==> src/rtl/mux_pkg.sv <==
// Shared constants, output-state encoding and the index-width helper
// used by the round-robin N-to-1 mux.
package mux_pkg;

  localparam int DEF_N = 8;
  localparam int DEF_W = 8;

  typedef enum logic {
    ST_EMPTY = 1'b0,
    ST_FULL  = 1'b1
  } out_state_e;

  // Ceiling log2, evaluated at elaboration time for index widths.
  function automatic int log2_f(input int value);
    int res;
    res = 0;
    for (int i = 0; i < 31; i++) begin
      if ((32'sd1 << i) < value) begin
        res = i + 1;
      end
    end
    return res;
  endfunction

endpackage

==> src/rtl/rr_arbiter.sv <==
// Rotating-priority search: grants the first requester after ptr,
// wrapping modulo N, and only while en is high.
module rr_arbiter
  import mux_pkg::*;
#(
  parameter int N  = DEF_N,
  parameter int SW = log2_f(N)
) (
  input  logic [N-1:0]  req,
  input  logic [SW-1:0] ptr,
  input  logic          en,
  output logic [N-1:0]  grant,
  output logic [SW-1:0] grant_idx
);

  logic [SW-1:0] w_idx;
  logic          w_found;

  // N is a power of two, so adding to ptr in SW bits wraps for free
  always_comb begin
    grant     = '0;
    grant_idx = '0;
    w_idx     = '0;
    w_found   = 1'b0;
    for (int i = 1; i <= N; i++) begin
      w_idx = ptr + SW'(i);
      if (en && !w_found && req[w_idx]) begin
        grant[w_idx] = 1'b1;
        grant_idx    = w_idx;
        w_found      = 1'b1;
      end else begin
        w_found = w_found;
      end
    end
  end

endmodule

==> src/rtl/rr_mux_nx1.sv <==
// N-to-1 valid/ready mux with fixed-select or round-robin channel choice
// and a single registered output stage.
module rr_mux_nx1
  import mux_pkg::*;
#(
  parameter int N = DEF_N,
  parameter int W = DEF_W
) (
  input  logic                      clk,
  input  logic                      rst,
  input  logic                      rr_en,
  input  logic [log2_f(N)-1:0]      sel,
  input  logic [N*W-1:0]            in_data,
  input  logic [N-1:0]              in_valid,
  output logic [N-1:0]              in_ready,
  output logic [W-1:0]              out_data,
  output logic [log2_f(N)-1:0]      out_ch,
  output logic                      out_valid,
  input  logic                      out_ready
);

  localparam int SW = log2_f(N);

  out_state_e    r_state;
  out_state_e    w_state_nxt;
  logic [SW-1:0] r_ptr;
  logic [W-1:0]  r_out_data;
  logic [SW-1:0] r_out_ch;

  logic          w_load;
  logic          w_rr_en;
  logic [N-1:0]  w_rr_grant;
  logic [SW-1:0] w_rr_idx;
  logic [N-1:0]  w_grant;
  logic [SW-1:0] w_grant_idx;
  logic          w_xfer;
  logic [W-1:0]  w_ch_data [N];

  for (genvar k = 0; k < N; k++) begin : g_unpack
    assign w_ch_data[k] = in_data[k*W +: W];
  end

  assign w_load  = (r_state == ST_EMPTY) || out_ready;
  assign w_rr_en = w_load && !rst && rr_en;

  rr_arbiter #(.N(N), .SW(SW)) u_arb (
    .req       (in_valid),
    .ptr       (r_ptr),
    .en        (w_rr_en),
    .grant     (w_rr_grant),
    .grant_idx (w_rr_idx)
  );

  // Grant selection; mode and sel act on the grant in the same cycle
  always_comb begin
    w_grant     = '0;
    w_grant_idx = '0;
    if (rst || !w_load) begin
      w_grant = '0;
    end else if (rr_en) begin
      w_grant     = w_rr_grant;
      w_grant_idx = w_rr_idx;
    end else if (in_valid[sel]) begin
      w_grant[sel] = 1'b1;
      w_grant_idx  = sel;
    end else begin
      w_grant = '0;
    end
  end

  assign w_xfer    = |w_grant;
  assign in_ready  = w_grant;
  assign out_valid = (r_state == ST_FULL);
  assign out_data  = r_out_data;
  assign out_ch    = r_out_ch;

  // Output-stage next state
  always_comb begin
    w_state_nxt = r_state;
    case (r_state)
      ST_EMPTY: w_state_nxt = w_xfer ? ST_FULL : ST_EMPTY;
      ST_FULL: begin
        if (w_xfer) begin
          w_state_nxt = ST_FULL;
        end else if (out_ready) begin
          w_state_nxt = ST_EMPTY;
        end else begin
          w_state_nxt = ST_FULL;
        end
      end
      default: w_state_nxt = ST_EMPTY;
    endcase
  end

  // State, pointer and output registers; ptr starts at N-1 so channel 0 wins first
  always_ff @(posedge clk) begin
    if (rst) begin
      r_state    <= ST_EMPTY;
      r_ptr      <= SW'(N - 1);
      r_out_data <= '0;
      r_out_ch   <= '0;
    end else begin
      r_state <= w_state_nxt;
      if (w_xfer) begin
        r_out_data <= w_ch_data[w_grant_idx];
        r_out_ch   <= w_grant_idx;
      end
      if (w_xfer && rr_en) begin
        r_ptr <= w_rr_idx;
      end
    end
  end

endmodule

==> config.mk <==
export PLATFORM = sky130hd
export DESIGN_NAME = rr_mux_nx1
export DESIGN_NICKNAME = d
export VERILOG_FILES = /design/src/rtl/mux_pkg.sv /design/src/rtl/rr_arbiter.sv /design/src/rtl/rr_mux_nx1.sv
export SDC_FILE = /design/constraint.sdc
export NUM_CORES = 1
export LEC_CHECK = 0
export CAP_MARGIN = 20
export CORE_ASPECT_RATIO = 1.1
export CORE_MARGIN = 1.5
export CORE_UTILIZATION = 40
export CTS_CLUSTER_DIAMETER = 50
export DETAILED_ROUTE_END_ITERATION = 8
export PLACE_DENSITY_LB_ADDON = 0.2
export SYNTH_ARGS = -nofsm -noshare
export SYNTH_HDL_FRONTEND = slang
export SYNTH_SLANG_ARGS = --single-unit
==> constraint.sdc <==
create_clock -name clk -period 5.2 [get_ports clk]
set_input_delay 1.04 -clock clk [delete_from_list [all_inputs] [get_ports clk]]
set_output_delay 1.04 -clock clk [all_outputs]
set_load 0.02 [all_outputs]
## Word-level counts from Yosys, hierarchy flattened

Cells that the tools add are included.

| storage, ports and cells | value |
|---|---|
| register bits after elaboration | 15 |
| input bits | 79 |
| output and inout port bits | 20 |
| logic and storage cells | 150 |

| operators by class | value |
|---|---|
| add/subtract/negate cells | 7 |
| magnitude comparators | 19 |
| mux-type cells | 72 |
| bitwise operators | 9 |
| reductions and logical operators | 39 |

Operators by type and width:

| cell | count |
|---|---|
| $mux W8 | 13 |
| $or A8 B8 Y8 | 7 |
| $lt A3 B4 Y1 const B | 9 |
| $mux W3 | 11 |
| $mux W1 | 28 |
| $bmux W1 S3 | 9 |
| $demux W1 S3 | 9 |
| $ge A3 B1 Y1 const B | 9 |
| $logic_and A1 B1 Y1 | 27 |
| $bmux W8 S3 | 1 |
| $add A3 B3 Y3 const B | 4 |
| $logic_not A1 Y1 | 9 |
| $reduce_or A8 Y1 | 1 |
| $add A3 B2 Y3 const B | 2 |
| $ge A4 B4 Y1 const B | 1 |
| $not A3 Y4 | 1 |
| $add A3 B1 Y3 const B | 1 |
| $logic_or A1 B1 Y1 | 2 |
| $pmux W1 S2 | 1 |
| $not A1 Y1 | 1 |

## Depth between registers and ports, before layout

| depth | value |
|---|---|
| word-level depth | 40 |
| mapped depth | 17 |
| mapped depth without buffers | 12 |

## By module

From an unflattened synthesis, not the netlist that was laid out.

| second synthesis, totals | value |
|---|---|
| cells, all modules | 348 |
| area, all modules | 2834.0 sq um |

By module, submodules not included:

| module | instances | cells each | area each (sq um) | sequential area each (sq um) |
|---|---|---|---|---|
| rr_mux_nx1 | 1 | 207 | 1605.3 | 300.3 |
| rr_arbiter | 1 | 141 | 1228.7 | 0.0 |

## Worst setup path after synthesis

No wires, ideal clock.

| timing path | value |
|---|---|
| path type | register -> output |
| from | reg r_ptr[1] |
| to | out in_ready[7] |
| data arrival time | 3.504 ns |
| data required time | 4.160 ns |
| setup slack | 0.656 ns |
| stages on the path, launching flop included | 15 |
| buffers on the path | 4 |
| path through | dfxtp_1 > buf_2 > clkbuf_1 > inv_1 > ha_1 > buf_6 > mux2i_1 > mux4_2 > and2_4 > and4_4 > buf_6 > a221o_1 > a221o_1 > o21ai_2 > inv_1 |

| on the way | value |
|---|---|
| cells in the longest elaborated chain, start to end | 35 |
| elaborated cells between the ends (all ways) | 109 |
| those cells by class | add/sub (7); order compare (16); mux (49); bitwise (7); reduce/logical (30) |

Ends and longest elaborated chain:

| element | RTL line | RTL |
|---|---|---|
| from (decl) | rr_mux_nx1.sv:26 | `logic [SW-1:0] r_ptr;` |
| from (signal assigned) | rr_mux_nx1.sv:99 | `r_ptr <= SW'(N - 1);` |
| from (signal assigned) | rr_mux_nx1.sv:109 | `r_ptr <= w_rr_idx;` |
| $add A3 B1 Y3 | rr_arbiter.sv:26 | `w_idx = ptr + SW'(i);` |
| $bmux W1 S3 | rr_arbiter.sv:27 | `if (en && !w_found && req[w_idx]) begin` |
| $mux W1 (not written as such) | rr_arbiter.sv:27 |  |
| $logic_and A1 B1 Y1 | rr_arbiter.sv:27 |  |
| $mux W1 | rr_arbiter.sv:27 |  |
| $logic_not A1 Y1 | rr_arbiter.sv:27 |  |
| $logic_and A1 B1 Y1 (2 in a row) | rr_arbiter.sv:27 |  |
| $mux W1 | rr_arbiter.sv:27 |  |
| [16 not listed] | - |  |
| $logic_not A1 Y1 | rr_arbiter.sv:27 |  |
| $logic_and A1 B1 Y1 (2 in a row) | rr_arbiter.sv:27 |  |
| $mux W1 | rr_arbiter.sv:27 |  |
| $logic_not A1 Y1 | rr_arbiter.sv:27 |  |
| $logic_and A1 B1 Y1 (2 in a row) | rr_arbiter.sv:27 |  |
| $mux W8 (*) | rr_arbiter.sv:27 |  |
| $mux W8 (*) | rr_mux_nx1.sv:60 | `end else if (rr_en) begin` |
| $mux W8 (*) | rr_mux_nx1.sv:58 | `if (rst \|\| !w_load) begin` |
| to (decl) | rr_mux_nx1.sv:15 | `output logic [N-1:0] in_ready,` |

Every way passes the cells marked *; elsewhere a longest branch is shown, timed or not. The select of a mux whose other input is x is not followed.

## Final worst setup path

| timing path | value |
|---|---|
| from | in in_valid[0] |
| to | out in_ready[6] |

| on the way | value |
|---|---|
| cells in the longest elaborated chain, start to end | 34 |
| elaborated cells between the ends (all ways) | 65 |
| those cells by class | mux (36); bitwise (7); reduce/logical (22) |

Ends and longest elaborated chain:

| element | RTL line | RTL |
|---|---|---|
| from (decl) | rr_mux_nx1.sv:14 | `input logic [N-1:0] in_valid,` |
| $bmux W1 S3 | rr_arbiter.sv:27 |  |
| $mux W1 (not written as such) | rr_arbiter.sv:27 |  |
| $logic_and A1 B1 Y1 | rr_arbiter.sv:27 |  |
| $mux W1 | rr_arbiter.sv:27 |  |
| $logic_not A1 Y1 | rr_arbiter.sv:27 |  |
| $logic_and A1 B1 Y1 (2 in a row) | rr_arbiter.sv:27 |  |
| $mux W1 | rr_arbiter.sv:27 |  |
| $logic_not A1 Y1 | rr_arbiter.sv:27 |  |
| [15 not listed] | - |  |
| $logic_not A1 Y1 | rr_arbiter.sv:27 |  |
| $logic_and A1 B1 Y1 (2 in a row) | rr_arbiter.sv:27 |  |
| $mux W1 | rr_arbiter.sv:27 |  |
| $logic_not A1 Y1 | rr_arbiter.sv:27 |  |
| $logic_and A1 B1 Y1 (2 in a row) | rr_arbiter.sv:27 |  |
| $mux W8 | rr_arbiter.sv:27 |  |
| $mux W8 (*) | rr_mux_nx1.sv:60 |  |
| $mux W8 (*) | rr_mux_nx1.sv:58 |  |

Marks and branches as above.

==> results.json <==
{
  "synthCells": 341,
  "period_share_pct": 98.91,
  "synth_ff_type": "dfxtp_1",
  "post_drt_wl_per_cell_um": 20.67,
  "crit_cells": 11,
  "violations": "design-rule violations",
  "port_buffers": 98,
  "worstSetupEndpointType": "output pin",
  "worstMarginPinSlew_ps": 498.8,
  "synth-simple-area-share_pct": 19.69,
  "cts_buffers": 3,
  "cpMostUsedCell": "clkdlybuf4s50_1",
  "grt_remaining_overflow": 0,
  "cts_tree": "yes",
  "r2r_end": "out_data[1]",
  "antenna_cells": 0,
  "n_fill_cell": 656,
  "synth_top_area_share_pct": 15.11,
  "cts_sinks": 15,
  "grtUsageTotal_pct": 29.64,
  "relSlewSlack_pct": 66.75,
  "synth.area.top_cells": "mux2i_1 15%, dfxtp_1 10%, mux4_2 9.1%",
  "drv_slew": 0,
  "die_y_um": 93.53,
  "critPathKind": "input pin to output pin",
  "grt_pass1_wl_um": 18610,
  "synth_seq_cells": 15,
  "drt_iter0_drc": 371,
  "wirelength_um": 11740,
  "dp_worst_setup_slack_ps": -90.33,
  "gp_congestion": 0.9943,
  "most-common-layout-cells": "90 x clkdlybuf4s50_1, 62 x buf_4, 43 x mux2i_1",
  "synth.distinct_cells": 76,
  "syn-cell-area_um2": 2980,
  "remaining_drc_errors": 2,
  "dp_hpwl_um": 9615,
  "fmax_mhz": 194.4,
  "die_area_um2": 7978,
  "drive_gt1_share_pct": 25.47,
  "reg2reg_depth": 14,
  "fin_nets": 569,
  "dp.cells": 564,
  "p_leak_uw": 0.001770,
  "finalHoldViolCount": 0,
  "ioPinCount": 99,
  "firstDrtPassIters": 7,
  "cts_hold_buf": 0,
  "reg2reg_slack_ps": 870,
  "die_w_um": 85.30,
  "endpoint": "in_ready[6]",
  "synth_top_area_cell": "mux2i_1",
  "regArea_um2": 300.3,
  "syn-num-nets": 426,
  "post-route-cell-area_um2": 4489,
  "grt_antenna_before_repair": 0,
  "final_cell_count_no_fill": 568,
  "tns_ps": 0,
  "rsz0062_at_grt": "no",
  "synth-compound-area-share_pct": 30.65,
  "crit_chain": "clkdlybuf4s50_1 -> mux4_2 -> mux2_2 -> nor2_1 -> nand2_1 -> nor2_4 -> buf_4 -> a21oi_1 -> o31a_1 -> inv_1 -> clkdlybuf4s50_1",
  "num_rows": 32,
  "synth.area.mux_share_pct": 28.34,
  "worst_ep_required_time_ps": 4160,
  "fin_ws_ps": 56.66,
  "cts-root-buf": "clkbuf_8",
  "r2r_start": "r_ptr[1]",
  "final_common_cell": "clkdlybuf4s50_1",
  "cp_top_family": "buffers and inverters",
  "cp-start-kind": "input pin",
  "clkTransAtPathRegs_ps": 60,
  "min_from": "out_ch[1]",
  "cellPowerDensity_nw_per_um2": 406.2,
  "htree_levels": 1,
  "crit_start": "in_valid[0]",
  "synth_xor_area_share_pct": 2.603,
  "hold_class": "register to register",
  "cts_setup_buffers": 0,
  "worst_skew_pair.late_latency_ps": 240,
  "drv_cap": 0,
  "ys_seq_area_share_pct": 10.08,
  "cts.path.max_buffers": 2,
  "vias": 3567,
  "synth_top_family_by_area": "compound AO/OA/AOI/OAI gates",
  "synthAdderAreaFrac_pct": 2.519,
  "status": "finished with violations",
  "area_growth_syn_to_layout_pct": 50.63,
  "viasPerCell": 6.280,
  "drtAntennaViolNets": 0,
  "cp_num_buf_inv": 4,
  "whs_ps": 470.6,
  "async_reset_ff_share_pct": 0,
  "synth.yosys.warnings": 0,
  "grt_pass1_vias": 3606,
  "max_stage_delay_ps": 600,
  "grt_max_degree": 34,
  "fin_crit_ps": 5143,
  "start_util_pct": 41.82,
  "clock_skew_ps": 1.243,
  "crit_fanout": 8,
  "arrival_ps": 4100,
  "setup_viol": 0,
  "multi_input_area_um2": 2525,
  "postSynthAreaPerCell_um2": 8.740,
  "synth-edff-count": 0,
  "critical_path.slowest_cell": "clkdlybuf4s50_1",
  "placed_cell_area_um2": 4415,
  "coreArea_um2": 7127,
  "vdd_drop_max_mv": 0.2528
}
[cells by family (layout without fill, tap and decap cells)]
logic type / Yosys count / count (layout)
adders and majority gates: 6 / 6
DFF: 15 / 15
xor gates and xnor gates: 5 / 5
buffers and inverters: 35 / 177
AOI/OAI and AO/OA: 112 / 112
and+or+nand+nor: 102 / 102
muxes: 66 / 66
[final cells by class]
type,count,share of cell area [%]
Inverter,12,1.003
Multi-Input combinational cell,291,56.24
Sequential cell,15,6.689
Tap cell,85,2.369
Clock buffer,4,1.003
Timing Repair Buffer,161,32.69
[worst min path at each step]
stage          slack (ps)         to  cells after the start
6_report              470  out_ch[1]                      2
5_1_grt               500  out_ch[0]                      2
4_1_cts               470  out_ch[1]                      2
3_5_place_dp          460  out_ch[0]                      2
3_3_place_gp          450  out_ch[0]                      2
2_1_floorplan         540  out_ch[0]                      2
[synthesized netlist by cell type (4+ instances only)]
| master | count |
|---|---|
| buf_4 | 5 |
| clkbuf_1 | 10 |
| o21ai_0 | 12 |
| o22a_1 | 14 |
| inv_1 | 12 |
| a21oi_1 | 22 |
| nand3_1 | 12 |
| nor2_1 | 13 |
| o21ai_1 | 4 |
| mux4_2 | 12 |
| mux2i_1 | 45 |
| a221o_1 | 4 |
| and3_1 | 4 |
| nand4_1 | 7 |
| o22ai_1 | 5 |
| nand2_1 | 29 |
| nor3_1 | 13 |
| mux2_2 | 7 |
| a311oi_2 | 7 |
| dfxtp_1 | 15 |
| ha_1 | 6 |
| buf_6 | 4 |
[through the flow]
stage | power [uW] | utilization [%]
floorplan | 1123 | -
global placement | 1702 | 61.96
detailed placement | 1698 | 61.96
CTS | 1802 | 62.71
global route | 1934 | 62.99
finish | 1824 | 62.99
[report_power, final]
part / switching, uW / total (uW) / leakage [uW] / internal, uW
registers: 19.0 / 171 / 0.000124 / 152
clock network: 37.5 / 91.7 / 0.0000228 / 54.2
logic: 856 / 1560 / 0.00162 / 705
[registers in the layout, summed over array words and instances (netlist names)]
name and flops:
r_ptr 3, out_data 8, out_ch 3, out_valid 1
[worst min-delay path, cell delays in order, from the launching register on]
cell	delay, ps
dfxtp_1	310
nand3_1	60
a21oi_1	50
[what timing repair did]
action,4_1_cts,5_1_grt
resized for setup,8,7
endpoints found under the setup margin,5,3
pin swaps,0,1
[layer usage]
layer | up-vias | GRT usage, % | wire length (um)
met5 | - | 0 | 0
met4 | 0 | 11.02 | 488
met3 | 39 | 3.001 | 823
met2 | 201 | 55.56 | 6036
met1 | 1682 | 34.56 | 4389
li1 | 1645 | - | -
Power figures use the tool's default switching activity.
